### config.mk
export PLATFORM = sky130hd
export DESIGN_NAME = ex_mul_iter_flat
export DESIGN_NICKNAME = d
export VERILOG_FILES = /design/src/rtl/ex_mul_iter_pkg.sv /design/src/rtl/ex_mul_iter_if.sv /design/src/rtl/ex_mul_step.sv /design/src/rtl/ex_mul_iter.sv /design/src/flat_wrapper.sv
export SDC_FILE = /design/constraint.sdc
export NUM_CORES = 1
export LEC_CHECK = 0
export CAP_MARGIN = 25
export CELL_PAD_IN_SITES_DETAIL_PLACEMENT = 1
export CELL_PAD_IN_SITES_GLOBAL_PLACEMENT = 1
export CORE_MARGIN = 10
export CORE_UTILIZATION = 41
export CTS_BUF_LIST = sky130_fd_sc_hd__clkbuf_2 sky130_fd_sc_hd__clkbuf_4 sky130_fd_sc_hd__clkbuf_8
export DETAILED_ROUTE_END_ITERATION = 8
export PLACE_DENSITY_LB_ADDON = 0.05
export SYNTH_ARGS = -nofsm -noshare
export SYNTH_HDL_FRONTEND = slang
export SYNTH_HIERARCHICAL = 1
export SYNTH_SLANG_ARGS = --single-unit
export TNS_END_PERCENT = 50
### constraint.sdc
create_clock -name clk -period 4.6 [get_ports clk]
set_input_delay 0.69 -clock clk [delete_from_list [all_inputs] [get_ports clk]]
set_output_delay 0.69 -clock clk [all_outputs]
set_load 0.02 [all_outputs]
### src/rtl/ex_mul_iter_pkg.sv
// ex_mul_iter_pkg: RV32M multiply funct3 encodings shared by the EX-stage multiplier.
package ex_mul_iter_pkg;
  localparam logic [2:0] INST_MUL    = 3'b000;
  localparam logic [2:0] INST_MULH   = 3'b001;
  localparam logic [2:0] INST_MULHSU = 3'b010;
  localparam logic [2:0] INST_MULHU  = 3'b011;
endpackage

### src/rtl/ex_mul_iter_if.sv
// ex_mul_iter_if: issue/result handshake between the EX stage and the iterative multiplier.
interface ex_mul_iter_if #(parameter int XLEN = 32, parameter int ADDR_W = 5);
  logic              mul_start_i;
  logic              mul_kill_i;
  logic [XLEN-1:0]   mul_multiplicand_i;
  logic [XLEN-1:0]   mul_multiplier_i;
  logic [2:0]        mul_op_i;
  logic [ADDR_W-1:0] mul_reg_waddr_i;
  logic              mul_ack_i;
  logic              mul_busy_o;
  logic              mul_ready_o;
  logic [XLEN-1:0]   mul_res_o;
  logic [ADDR_W-1:0] mul_reg_waddr_o;
  modport master (
    output mul_start_i, mul_kill_i, mul_multiplicand_i, mul_multiplier_i, mul_op_i, mul_reg_waddr_i, mul_ack_i,
    input  mul_busy_o, mul_ready_o, mul_res_o, mul_reg_waddr_o
  );
  modport slave (
    input  mul_start_i, mul_kill_i, mul_multiplicand_i, mul_multiplier_i, mul_op_i, mul_reg_waddr_i, mul_ack_i,
    output mul_busy_o, mul_ready_o, mul_res_o, mul_reg_waddr_o
  );
endinterface

### src/rtl/ex_mul_step.sv
// ex_mul_step: one radix-2^BITS_PER_CYC partial product added into the double-width accumulator.
module ex_mul_step #(
  parameter int XLEN         = 32,
  parameter int BITS_PER_CYC = 1,
  parameter int SW           = $clog2(2*XLEN)
) (
  input  logic [2*XLEN-1:0]       acc_i,
  input  logic [XLEN-1:0]         mcand_i,
  input  logic [BITS_PER_CYC-1:0] digit_i,
  input  logic [SW-1:0]           shift_i,
  output logic [2*XLEN-1:0]       acc_o
);
  assign acc_o = acc_i + (((2*XLEN)'(mcand_i) * (2*XLEN)'(digit_i)) << shift_i);
endmodule

### src/rtl/ex_mul_iter.sv
// ex_mul_iter: iterative RV32M MUL/MULH/MULHSU/MULHU on operand magnitudes with sign fix-up at the end.
// MUL_EARLY_OUT_EN: finish as soon as the remaining multiplier is zero.
module ex_mul_iter
  import ex_mul_iter_pkg::*;
#(
  parameter int XLEN         = 32,
  parameter int BITS_PER_CYC = 1,
  parameter int ADDR_W       = 5
) (
  input logic          clk,
  input logic          rstn,
  ex_mul_iter_if.slave mul
);
  localparam int N  = XLEN / BITS_PER_CYC;
  localparam int CW = $clog2(N) + 1;
  localparam int SW = $clog2(2*XLEN);
  typedef enum logic [1:0] {IDLE, CALC, DONE} state_t;
  state_t            state_q, state_d;
  logic [2*XLEN-1:0] acc_q, acc_d, acc_step, prod;
  logic [XLEN-1:0]   mcand_q, mcand_d, mplier_q, mplier_d, a_mag, b_mag;
  logic [CW-1:0]     cnt_q, cnt_d;
  logic [2:0]        op_q, op_d;
  logic              neg_q, neg_d;
  logic [ADDR_W-1:0] waddr_q, waddr_d;
  logic [SW-1:0]     sh;
  logic              a_neg, b_neg;
  assign a_neg = (mul.mul_op_i == INST_MULH || mul.mul_op_i == INST_MULHSU) && mul.mul_multiplicand_i[XLEN-1];
  assign b_neg = (mul.mul_op_i == INST_MULH) && mul.mul_multiplier_i[XLEN-1];
  assign a_mag = a_neg ? -mul.mul_multiplicand_i : mul.mul_multiplicand_i;
  assign b_mag = b_neg ? -mul.mul_multiplier_i : mul.mul_multiplier_i;
  assign sh    = SW'(cnt_q) * SW'(BITS_PER_CYC);
  ex_mul_step #(.XLEN(XLEN), .BITS_PER_CYC(BITS_PER_CYC), .SW(SW)) u_step (
    .acc_i  (acc_q),
    .mcand_i(mcand_q),
    .digit_i(mplier_q[BITS_PER_CYC-1:0]),
    .shift_i(sh),
    .acc_o  (acc_step)
  );
  always_comb begin
    state_d  = state_q;
    acc_d    = acc_q;
    mcand_d  = mcand_q;
    mplier_d = mplier_q;
    cnt_d    = cnt_q;
    op_d     = op_q;
    neg_d    = neg_q;
    waddr_d  = waddr_q;
    if (mul.mul_kill_i) begin
      state_d = IDLE;
    end else if (state_q == IDLE && mul.mul_start_i && !mul.mul_op_i[2]) begin
      state_d  = CALC;
      acc_d    = '0;
      mcand_d  = a_mag;
      mplier_d = b_mag;
      cnt_d    = '0;
      op_d     = mul.mul_op_i;
      neg_d    = a_neg ^ b_neg;
      waddr_d  = mul.mul_reg_waddr_i;
`ifdef MUL_EARLY_OUT_EN
      if (a_mag == '0 || b_mag == '0) state_d = DONE;
`endif
    end else if (state_q == CALC) begin
      acc_d    = acc_step;
      mplier_d = mplier_q >> BITS_PER_CYC;
      cnt_d    = cnt_q + 1'b1;
      if (cnt_q == CW'(N-1)) state_d = DONE;
`ifdef MUL_EARLY_OUT_EN
      if (mplier_d == '0) state_d = DONE;
`endif
    end else if (state_q == DONE && mul.mul_ack_i) begin
      state_d = IDLE;
    end
  end
  always_ff @(posedge clk or negedge rstn) begin
    if (!rstn) begin
      state_q  <= IDLE;
      acc_q    <= '0;
      mcand_q  <= '0;
      mplier_q <= '0;
      cnt_q    <= '0;
      op_q     <= '0;
      neg_q    <= 1'b0;
      waddr_q  <= '0;
    end else begin
      state_q  <= state_d;
      acc_q    <= acc_d;
      mcand_q  <= mcand_d;
      mplier_q <= mplier_d;
      cnt_q    <= cnt_d;
      op_q     <= op_d;
      neg_q    <= neg_d;
      waddr_q  <= waddr_d;
    end
  end
  assign prod                = neg_q ? -acc_q : acc_q;
  assign mul.mul_busy_o      = state_q != IDLE;
  assign mul.mul_ready_o     = state_q == DONE;
  assign mul.mul_res_o       = !mul.mul_ready_o ? '0 : (op_q == INST_MUL) ? prod[XLEN-1:0] : prod[2*XLEN-1:XLEN];
  assign mul.mul_reg_waddr_o = mul.mul_ready_o ? waddr_q : '0;
endmodule

### src/flat_wrapper.sv
// flat-port wrapper written by rule: the top's interface ports become plain ports
module ex_mul_iter_flat import ex_mul_iter_pkg::*;
#(
  parameter int XLEN         = 32,
  parameter int BITS_PER_CYC = 1,
  parameter int ADDR_W       = 5
)
  (clk, rstn, mul_mul_start_i, mul_mul_kill_i, mul_mul_multiplicand_i, mul_mul_multiplier_i, mul_mul_op_i, mul_mul_reg_waddr_i, mul_mul_ack_i, mul_mul_busy_o, mul_mul_ready_o, mul_mul_res_o, mul_mul_reg_waddr_o);
  ex_mul_iter_if #(.XLEN(XLEN), .ADDR_W(ADDR_W)) mul_i ();
  input logic clk;
  input logic rstn;
  input wire logic [$bits(mul_i.mul_start_i)-1:0] mul_mul_start_i;
  input wire logic [$bits(mul_i.mul_kill_i)-1:0] mul_mul_kill_i;
  input wire logic [$bits(mul_i.mul_multiplicand_i)-1:0] mul_mul_multiplicand_i;
  input wire logic [$bits(mul_i.mul_multiplier_i)-1:0] mul_mul_multiplier_i;
  input wire logic [$bits(mul_i.mul_op_i)-1:0] mul_mul_op_i;
  input wire logic [$bits(mul_i.mul_reg_waddr_i)-1:0] mul_mul_reg_waddr_i;
  input wire logic [$bits(mul_i.mul_ack_i)-1:0] mul_mul_ack_i;
  output wire logic [$bits(mul_i.mul_busy_o)-1:0] mul_mul_busy_o;
  output wire logic [$bits(mul_i.mul_ready_o)-1:0] mul_mul_ready_o;
  output wire logic [$bits(mul_i.mul_res_o)-1:0] mul_mul_res_o;
  output wire logic [$bits(mul_i.mul_reg_waddr_o)-1:0] mul_mul_reg_waddr_o;
  assign mul_i.mul_start_i = mul_mul_start_i;
  assign mul_i.mul_kill_i = mul_mul_kill_i;
  assign mul_i.mul_multiplicand_i = mul_mul_multiplicand_i;
  assign mul_i.mul_multiplier_i = mul_mul_multiplier_i;
  assign mul_i.mul_op_i = mul_mul_op_i;
  assign mul_i.mul_reg_waddr_i = mul_mul_reg_waddr_i;
  assign mul_i.mul_ack_i = mul_mul_ack_i;
  assign mul_mul_busy_o = mul_i.mul_busy_o;
  assign mul_mul_ready_o = mul_i.mul_ready_o;
  assign mul_mul_res_o = mul_i.mul_res_o;
  assign mul_mul_reg_waddr_o = mul_i.mul_reg_waddr_o;
  ex_mul_iter #(.XLEN(XLEN), .BITS_PER_CYC(BITS_PER_CYC), .ADDR_W(ADDR_W)) u_core (.clk(clk), .rstn(rstn), .mul(mul_i));
endmodule
==> qor.yml, run 1 <==
status:
  status: "complete, but fails checks"
  violations: "setup timing"
clocking:
  cts_max_level: 4
  cts.sinks: 145
  holdBufCountCts: 0
  clockRootBuffer: "clkbuf_8"
  tritoncts: "built"
  worstSkewPairLatency_ps: 560
  numCtsBuffers: 17
  clock_path_buffers: 2
  clkTransAtPathRegs_ps: 100
final_layout:
  area_delta_synth_final_pct: 33.5
  fill_cells: 4627
  drive_gt1_frac: 0.240
  fin_nets: 2580
  insertedDiodeCount: 0
  utilization: 0.552
sta:
  slew_violations: 0
  tightest_slew_ps: 1110
  report.final.setup_viol: 12
  clock.fmax_mhz: 209
  holdWs_ps: 178
  fin_worst_skew_ps: 21.7
  timing.final.crit_share: 1.04
  slew_headroom: 0.262
  hold_viol_final: 0
  fin_ws_ps: -191
  rsz0062_at_grt: "true"
  period_minus_slack_ps: 4790
yosys:
  synth_compound_area_frac: 0.239
  synth_edf_count: 0
  ys_seq_area_frac: 0.234
  yosys.area_share.simple: 0.267
  synthAdderAreaFrac: 0.0562
  synth_xor_area_frac: 0.0927
  ys_seq_elements: 145
  synth_ff_type: "dfrtp_1"
  ys.warnings.count: 6
  synth_top_family_by_area: "simple AND/OR/NAND/NOR gates"
  syn-num-nets: 2242
  async_reset_ff_frac: 1.00
  avgSynthCellArea_um2: 7.39
  syn-cell-area_um2: 15500
  synth_cell_types: 98
  synth.area.mux_share: 0.0656
  syn_inst: 2096
die:
  rows: 71
  die_h_um: 214
  start_util: 0.413
  fp.dieW_um: 214
  fp.coreArea_um2: 37500
  dieArea_um2: 46000
  ios: 116
flow_run:
  cap_violations: 0
route:
  drt-total-wl_um: 69200
  wl_per_cell_um: 23.4
  drc: 0
  first_pass_iters: 6
  initialDrtViolationCount: 1231
  drtAntennaViolNets: 0
  vias_per_cell: 6.03
  vias: 17800
global_routing:
  grt.total_usage: 0.289
  antenna_found_initial: 0
  grt_max_degree: 81
  grt_pass1_vias: 18200
  gr-total-overflow: 0
  grt_pass1_wl_um: 106000
power_and_ir_drop:
  pwr_density_cell_nw_per_um2: 517
  vdd_drop_max_mv: 0.322
  power_w: 0.0107
  p_leak_nw: 9.29
setup_path:
  worstSetupPathType: "reg2reg"
  cp-start-kind: "register"
  r2r-start: "u_core/cnt_q[0]$_DFFE_PN0P_"
  crit_path_start: "u_core/cnt_q[0]$_DFFE_PN0P_"
  crit_fanout: 5
  critPathCaptureType: "register"
  cp.arrival_ps: 5230
  crit_required_ps: 5040
hold_path:
  min_path_type: "in2async"
placed_design:
  gp_congestion: 0.996
  numPortBuffers: 115
  dp_hpwl_um: 53500
  dp_slack_ps: -456
-- placed cells by master, fill, tap and decap left out, types with 9 or more instances in the layout --
cell,instances
xor2_1,72
ha_1,48
xnor2_1,89
and2_4,10
nor3_2,9
dfrtp_1,141
a21o_1,27
a22oi_1,10
o21ai_0,142
mux2_2,11
clkdlybuf4s50_1,108
clkbuf_8,17
or4_1,13
o21bai_1,15
a31oi_1,16
nand4_1,35
mux2i_1,45
inv_1,36
a21oi_1,142
and3_1,11
ha_4,14
o21ai_1,33
o41ai_1,15
mux4_2,13
nor2_1,132
o21ai_2,14
nand3_1,107
and2_1,25
a21oi_2,14
nand2_1,367
o22ai_1,30
o211ai_1,12
buf_4,323
nor2_2,9
nor3_1,38
or3_1,18
o31ai_1,19
nor4_1,16
nor2b_1,10
-- repair_timing --
item                                    in CTS  in global routing
pin swaps                                   31                 25
gates resized for setup                     98                 96
endpoints found under the setup margin      40                 44
buffers inserted                            26                 11
gates cloned                                 2                  0
-- cell families (layout without fill, tap and decap cells) --
logic type      count (synthesis)  in the layout
xor+xnor                      164            164
flops                         145            145
compound gates                586            586
mux                            83             83
buf+inv                       177            527
simple gates                  872            872
fa+ha+maj                      69             69
-- critical path, cell delays in order (launching register included) --
cell	delay [ps]
dfrtp_2	460
buf_6	150
buf_4	150
mux2i_4	190
or3b_4	440
o21ai_4	150
buf_6	130
nand2_1	110
nor2_2	170
ha_1	210
and3_1	200
a221oi_2	80
or4b_4	570
a2111oi_4	460
o21ai_2	170
o31ai_4	380
a21oi_2	120
o21ai_2	220
a21oi_2	90
xnor2_1	130
nand2_1	60
nand2_1	50
-- power breakdown --
| group | switching, W | internal [W] |
|---|---|---|
| combinational | 0.00419 | 0.00344 |
| sequential | 0.000430 | 0.00160 |
| clock | 0.000591 | 0.000429 |
-- cell type report --
| type | count | area, um2 | area share |
|---|---|---|---|
| inverter | 40 | 154 | 0.00744 |
| clock inverter | 14 | 129 | 0.00623 |
| timing repair buffer | 456 | 3860 | 0.187 |
| tap | 511 | 639 | 0.0309 |
| multi-input combinational | 1774 | 12000 | 0.582 |
| clock buffer | 17 | 234 | 0.0113 |
| sequential | 145 | 3630 | 0.176 |
-- Yosys cell counts (all sizes together), types with 21 or more instances --
cell,n,area share
nand4,37,0.016
dfrtp,145,0.23
inv,38,0.0092
and2,38,0.015
a21o,27,0.013
or3,23,0.0096
ha,68,0.055
xnor2,91,0.051
a21oi,157,0.051
o41ai,21,0.014
o31ai,26,0.017
o21ai,190,0.062
nor4,24,0.012
a31oi,22,0.0089
nor3,48,0.016
o22ai,33,0.013
nor2,144,0.035
clkbuf,105,0.026
nand2,372,0.090
mux2i,52,0.034
xor2,73,0.041
buf,32,0.0099
nand3,109,0.035
-- state kept, by name (all words and copies together), names as in the netlist --
signal           cells
u_core/acc_q        64
u_core/mcand_q      32
u_core/mplier_q     32
u_core/cnt_q         6
u_core/waddr_q       5
u_core/op_q          3
u_core/state_q       2
u_core/neg_q         1
-- through the flow --
stage,cells,cell area [um2],setup TNS (ps)
after floorplan,2096,15500,0
after global placement,2890,19200,-3900
after detailed placement,2890,19200,-5090
after CTS,2949,20200,-51.5
after global routing,2957,20700,-4120
final,2957,20700,-1050
-- path summary, 6_finish.rpt --
path                                                  endpoint  slack (ps)  depth (start not counted)
worst max-delay path              u_core/acc_q[62]$_DFFE_PN0P_        -190                         21
worst min-delay path            u_core/mplier_q[5]$_DFFE_PN0P_         180                          1
worst max register to register    u_core/acc_q[62]$_DFFE_PN0P_        -190                         21
worst min register to register   u_core/waddr_q[2]$_DFFE_PN0P_         480                          2
max in group asynchronous          u_core/cnt_q[0]$_DFFE_PN0P_        3520                          2
min in group clk                 u_core/waddr_q[2]$_DFFE_PN0P_         480                          2
-- layer usage --
layer / GRT usage / share of wire / vias up
met4: 0.137 / 0.045 / 0
li1: - / - / 8245
met1: 0.364 / 0.44 / 8897
met5: 0 / 0 / -
met3: 0.0441 / 0.044 / 166
met2: 0.477 / 0.47 / 529
Power figures use the tool's default switching activity.
==> run 2: changes to the inputs <==
ABC_AREA = 1   (was not set)
CORE_MARGIN = not set   (was 10)
CORE_UTILIZATION = 39   (was 41)
SLEW_MARGIN = 10   (was not set)
==> run 2 against run 1 <==
The flow now finishes without violations. Largest power group unchanged. Utilization decreased by 11 points. Final cell count rose by 36%. Critical path type unchanged. Hold slack worse by 130 ps. First-iteration DRC count is 45% higher. Clock skew is 2.4 ps higher. Global-route usage rose by 9.8 points. Die area is 4.6% higher. Setup slack better by 390 ps. Clock-buffer cell count is 1 higher.
==> qor.yml, run 2 <==
final_layout:
  fin_nets: 3547  # was 2580
  most-common-layout-cells: "nand2_1, nor2_1, inv_1, nand3_1, o21ai_0"  # was nand2_1, buf_4, a21oi_1, o21ai_0, dfrtp_1
  top_regs: "u_core/acc_q: 64 flops, u_core/mcand_q: 32 flops, u_core/mplier_q: 32 flops"  # unchanged
  final-instance-count-excl-fill: 4021  # was 2957
  drive_gt1_frac: 0.0477  # was 0.240
  largest_register_ffs: 64  # unchanged
  insertedDiodeCount: 0  # unchanged
  final_common_cell: "nand2_1"  # unchanged
  area_delta_synth_final_pct: 11.1  # was 33.5%
  fill_cells: 6683  # was 4627
  regMostFlops: "u_core/acc_q"  # unchanged
sta:
  fin_ws_ps: 204  # was -191 ps
  fin_worst_skew_ps: 24.1  # was 21.7 ps
  hold_viol_final: 0  # unchanged
  clock.fmax_mhz: 227  # was 209 MHz
  slew_headroom: 0.455  # was 0.262
  period_minus_slack_ps: 4400  # was 4790 ps
  slew_violations: 0  # unchanged
  tightest_slew_ps: 810  # was 1110 ps
  tns_ps: 0  # was -1050 ps
  report.final.setup_viol: 0  # was 12
  timing.final.crit_share: 0.956  # was 1.04
  rsz0062_at_grt: "false"  # was true
power_and_ir_drop:
  vdd_drop_max_mv: 0.300  # was 0.322 mV
  p_leak_nw: 10.5  # was 9.29 nW
  pwr_density_cell_nw_per_um2: 686  # was 517 nW/um2
clocking:
  worstSkewPairLatency_ps: 570  # was 560 ps
  tritoncts: "built"  # unchanged
  post-cts-setup-buffer-count: 0  # was 26
  clock_path_buffers: 2  # unchanged
  clockRootBuffer: "clkbuf_8"  # unchanged
  cts_max_level: 4  # unchanged
  cts.sinks: 145  # unchanged
  numCtsBuffers: 17  # unchanged
  clkTransAtPathRegs_ps: 100  # about the same
yosys:
  synth_xor_area_frac: 0.0281  # was 0.0927
  synth.most_common_cell: "nand2_1"  # unchanged
  synth_compound_area_frac: 0.150  # was 0.239
  synth_commonest_cells: "nand2_1, nor2_1, inv_1"  # was nand2_1, a21oi_1, o21ai_0
  yosys.area_share.simple: 0.461  # was 0.267
  synth_top_area_frac: 0.227  # was 0.234
  ys_seq_elements: 145  # unchanged
  async_reset_ff_frac: 1.00  # unchanged
  synth_top_area_cell: "nand2_1"  # was dfrtp_1
  syn_inst: 3337  # was 2096
  syn-cell-area_um2: 18400  # was 15500 um2
  synth_cell_types: 56  # was 98
  synth_edf_count: 0  # unchanged
  ys_top_cells_by_area: "nand2_1, dfrtp_1, nand3_1"  # was dfrtp_1, nand2_1, ha_1
  synth_top_family_by_area: "simple AND/OR/NAND/NOR gates"  # unchanged
  synth_ff_type: "dfrtp_1"  # unchanged
  ys.warnings.count: 6  # unchanged
  synthAdderAreaFrac: 0.0473  # was 0.0562
  syn-num-nets: 3483  # was 2242
  synth.area.mux_share: 0  # was 0.0656
  ys_seq_area_frac: 0.197  # was 0.234
  avgSynthCellArea_um2: 5.52  # was 7.39 um2
route:
  drt-total-wl_um: 92200  # was 69200 um
  wl_per_cell_um: 22.9  # was 23.4 um
  vias: 22900  # was 17800
  vias_per_cell: 5.70  # was 6.03
  drc: 0  # unchanged
  first_pass_iters: 5  # was 6
  initialDrtViolationCount: 1780  # was 1231
  drtAntennaViolNets: 0  # unchanged
setup_path:
  worstSetupPathType: "reg2reg"  # unchanged
  crit_required_ps: 5080  # was 5040 ps
  cpPeakStageDelay_ps: 460  # was 570 ps
  cp.arrival_ps: 4870  # was 5230 ps
  crit_buf_inv: 5  # was 3
  cp-start-kind: "register"  # unchanged
  critPathCaptureType: "register"  # unchanged
  crit_chain: "buf_4, buf_4, nand2_1, nand3_1, nand2_1, o21ai_1, or2_1, nand3_1, nand2_1, nor2_1, ha_1, buf_4, nand2_1, nor2_1, inv_1, nor2_2, inv_1, nor2_1, nand2_1, nand2_1, xor2_1, nand2_1, o21ai_0"  # was buf_6, buf_4, mux2i_4, or3b_4, o21ai_4, buf_6, nand2_1, nor2_2, ha_1, and3_1, a221oi_2, or4b_4, a2111oi_4, o21ai_2, o31ai_4, a21oi_2, o21ai_2, a21oi_2, xnor2_1, nand2_1, nand2_1
  r2r_slack_ps: 200  # was -190 ps
  crit_top_cell: "nand2_1"  # unchanged
  slowest_stage: "xor2_1"  # was or4b_4
  crit_fanout: 16  # was 5
  crit_family: "simple AND/OR/NAND/NOR gates"  # was compound AO/OA/AOI/OAI gates
die:
  rows: 79  # was 71
  fp.dieW_um: 219  # was 214 um
  start_util: 0.396  # was 0.413
  ios: 116  # unchanged
  dieArea_um2: 48100  # was 46000 um2
  fp.coreArea_um2: 46600  # was 37500 um2
  die_h_um: 219  # was 214 um
global_routing:
  grt_pass1_vias: 23200  # was 18200
  antenna_found_initial: 2  # was 0
  grt.total_usage: 0.387  # was 0.289
  grt_max_degree: 108  # was 81
  grt_pass1_wl_um: 138000  # was 106000 um
  gr-total-overflow: 0  # unchanged
placed_design:
  numPortBuffers: 115  # unchanged
  gp_congestion: 1.04  # was 0.996
  dp_hpwl_um: 75700  # was 53500 um
  dp.cells: 3989  # was 2890
  dp_slack_ps: 337  # was -456 ps
flow_run:
  cap_violations: 0  # unchanged
status:
  status: "finished clean"  # was complete, but fails checks
hold_path:
  min_path_type: "in2async"  # unchanged
-- run 2: worst register-to-register path, delay by kind of cell, from the launching register on --
| kind | cells | cell delay, ps |
|---|---|---|
| compound gates | 2 | 390 |
| xor+xnor | 1 | 460 |
| fa+ha+maj | 1 | 300 |
| buf+inv | 5 | 790 |
| flops | 1 | 450 |
| simple gates | 14 | 1930 |
-- run 2: layout make-up --
| class | count | area (um2) | area share |
|---|---|---|---|
| clock buffer | 18 | 241 | 0.0118 |
| clock inverter | 14 | 130 | 0.00636 |
| inverter | 403 | 1520 | 0.0743 |
| multi-input combinational | 2678 | 12700 | 0.619 |
| sequential | 145 | 3630 | 0.177 |
| tap | 607 | 759 | 0.0371 |
| timing repair buffer | 156 | 1510 | 0.0738 |
-- run 2: metrics by stage --
| stage | power, W | hold WS, ps | util | area [um2] |
|---|---|---|---|---|
| floorplan | 0.00882 | 394 | - | 18400 |
| global placement | 0.0124 | 461 | 0.431 | 20100 |
| detailed placement | 0.0126 | 467 | 0.431 | 20100 |
| CTS | 0.0137 | 23.5 | 0.439 | 20400 |
| global route | 0.0150 | 59.7 | 0.439 | 20500 |
| finish | 0.0140 | 50.7 | 0.439 | 20500 |
-- run 2: kinds of logic (layout without fill, tap and decap cells) --
group / after synthesis / after routing
buffers and inverters: 514 / 591
XOR/XNOR: 59 / 59
AO/OA/AOI/OAI: 500 / 500
adder cells (fa/ha/maj): 69 / 69
flip-flops: 145 / 145
AND/OR/NAND/NOR: 2050 / 2050
-- run 2: power breakdown --
group / total [W] / internal [W] / switching, W / leakage, nW
Combinational: 0.0105 / 0.00298 / 0.00754 / 8.47
Clock: 0.00106 / 0.000440 / 0.000617 / 0.193
Sequential: 0.00245 / 0.00170 / 0.000749 / 1.88
-- run 2: worst paths after layout --
check | from | to | depth (start not counted)
setup / recovery | u_core/cnt_q[0]$_DFFE_PN0P_ | u_core/acc_q[31]$_DFFE_PN0P_ | 23
hold / removal | rstn | u_core/acc_q[42]$_DFFE_PN0P_ | 1
setup reg to reg | u_core/cnt_q[0]$_DFFE_PN0P_ | u_core/acc_q[31]$_DFFE_PN0P_ | 23
hold reg to reg | u_core/mplier_q[17]$_DFFE_PN0P_ | u_core/mplier_q[17]$_DFFE_PN0P_ | 2
max in group asynchronous | rstn | u_core/acc_q[13]$_DFFE_PN0P_ | 2
min in group clk | u_core/mplier_q[17]$_DFFE_PN0P_ | u_core/mplier_q[17]$_DFFE_PN0P_ | 2
-- run 2: timing repair --
action | CTS | global route
resized for setup | 0 | 3
setup endpoints to repair | 0 | 6
endpoints found under the hold margin | 0 | 0
hold buffers | 0 | 0
-- run 2: routing by layer --
layer  vias to the layer above  part of all wire  track usage
met2                       750              0.47        0.649
met1                     11100              0.40        0.445
met3                       250             0.052       0.0567
met4                         2             0.080        0.291
met5                         -           0.00012            0
li1                      10800                 -            -
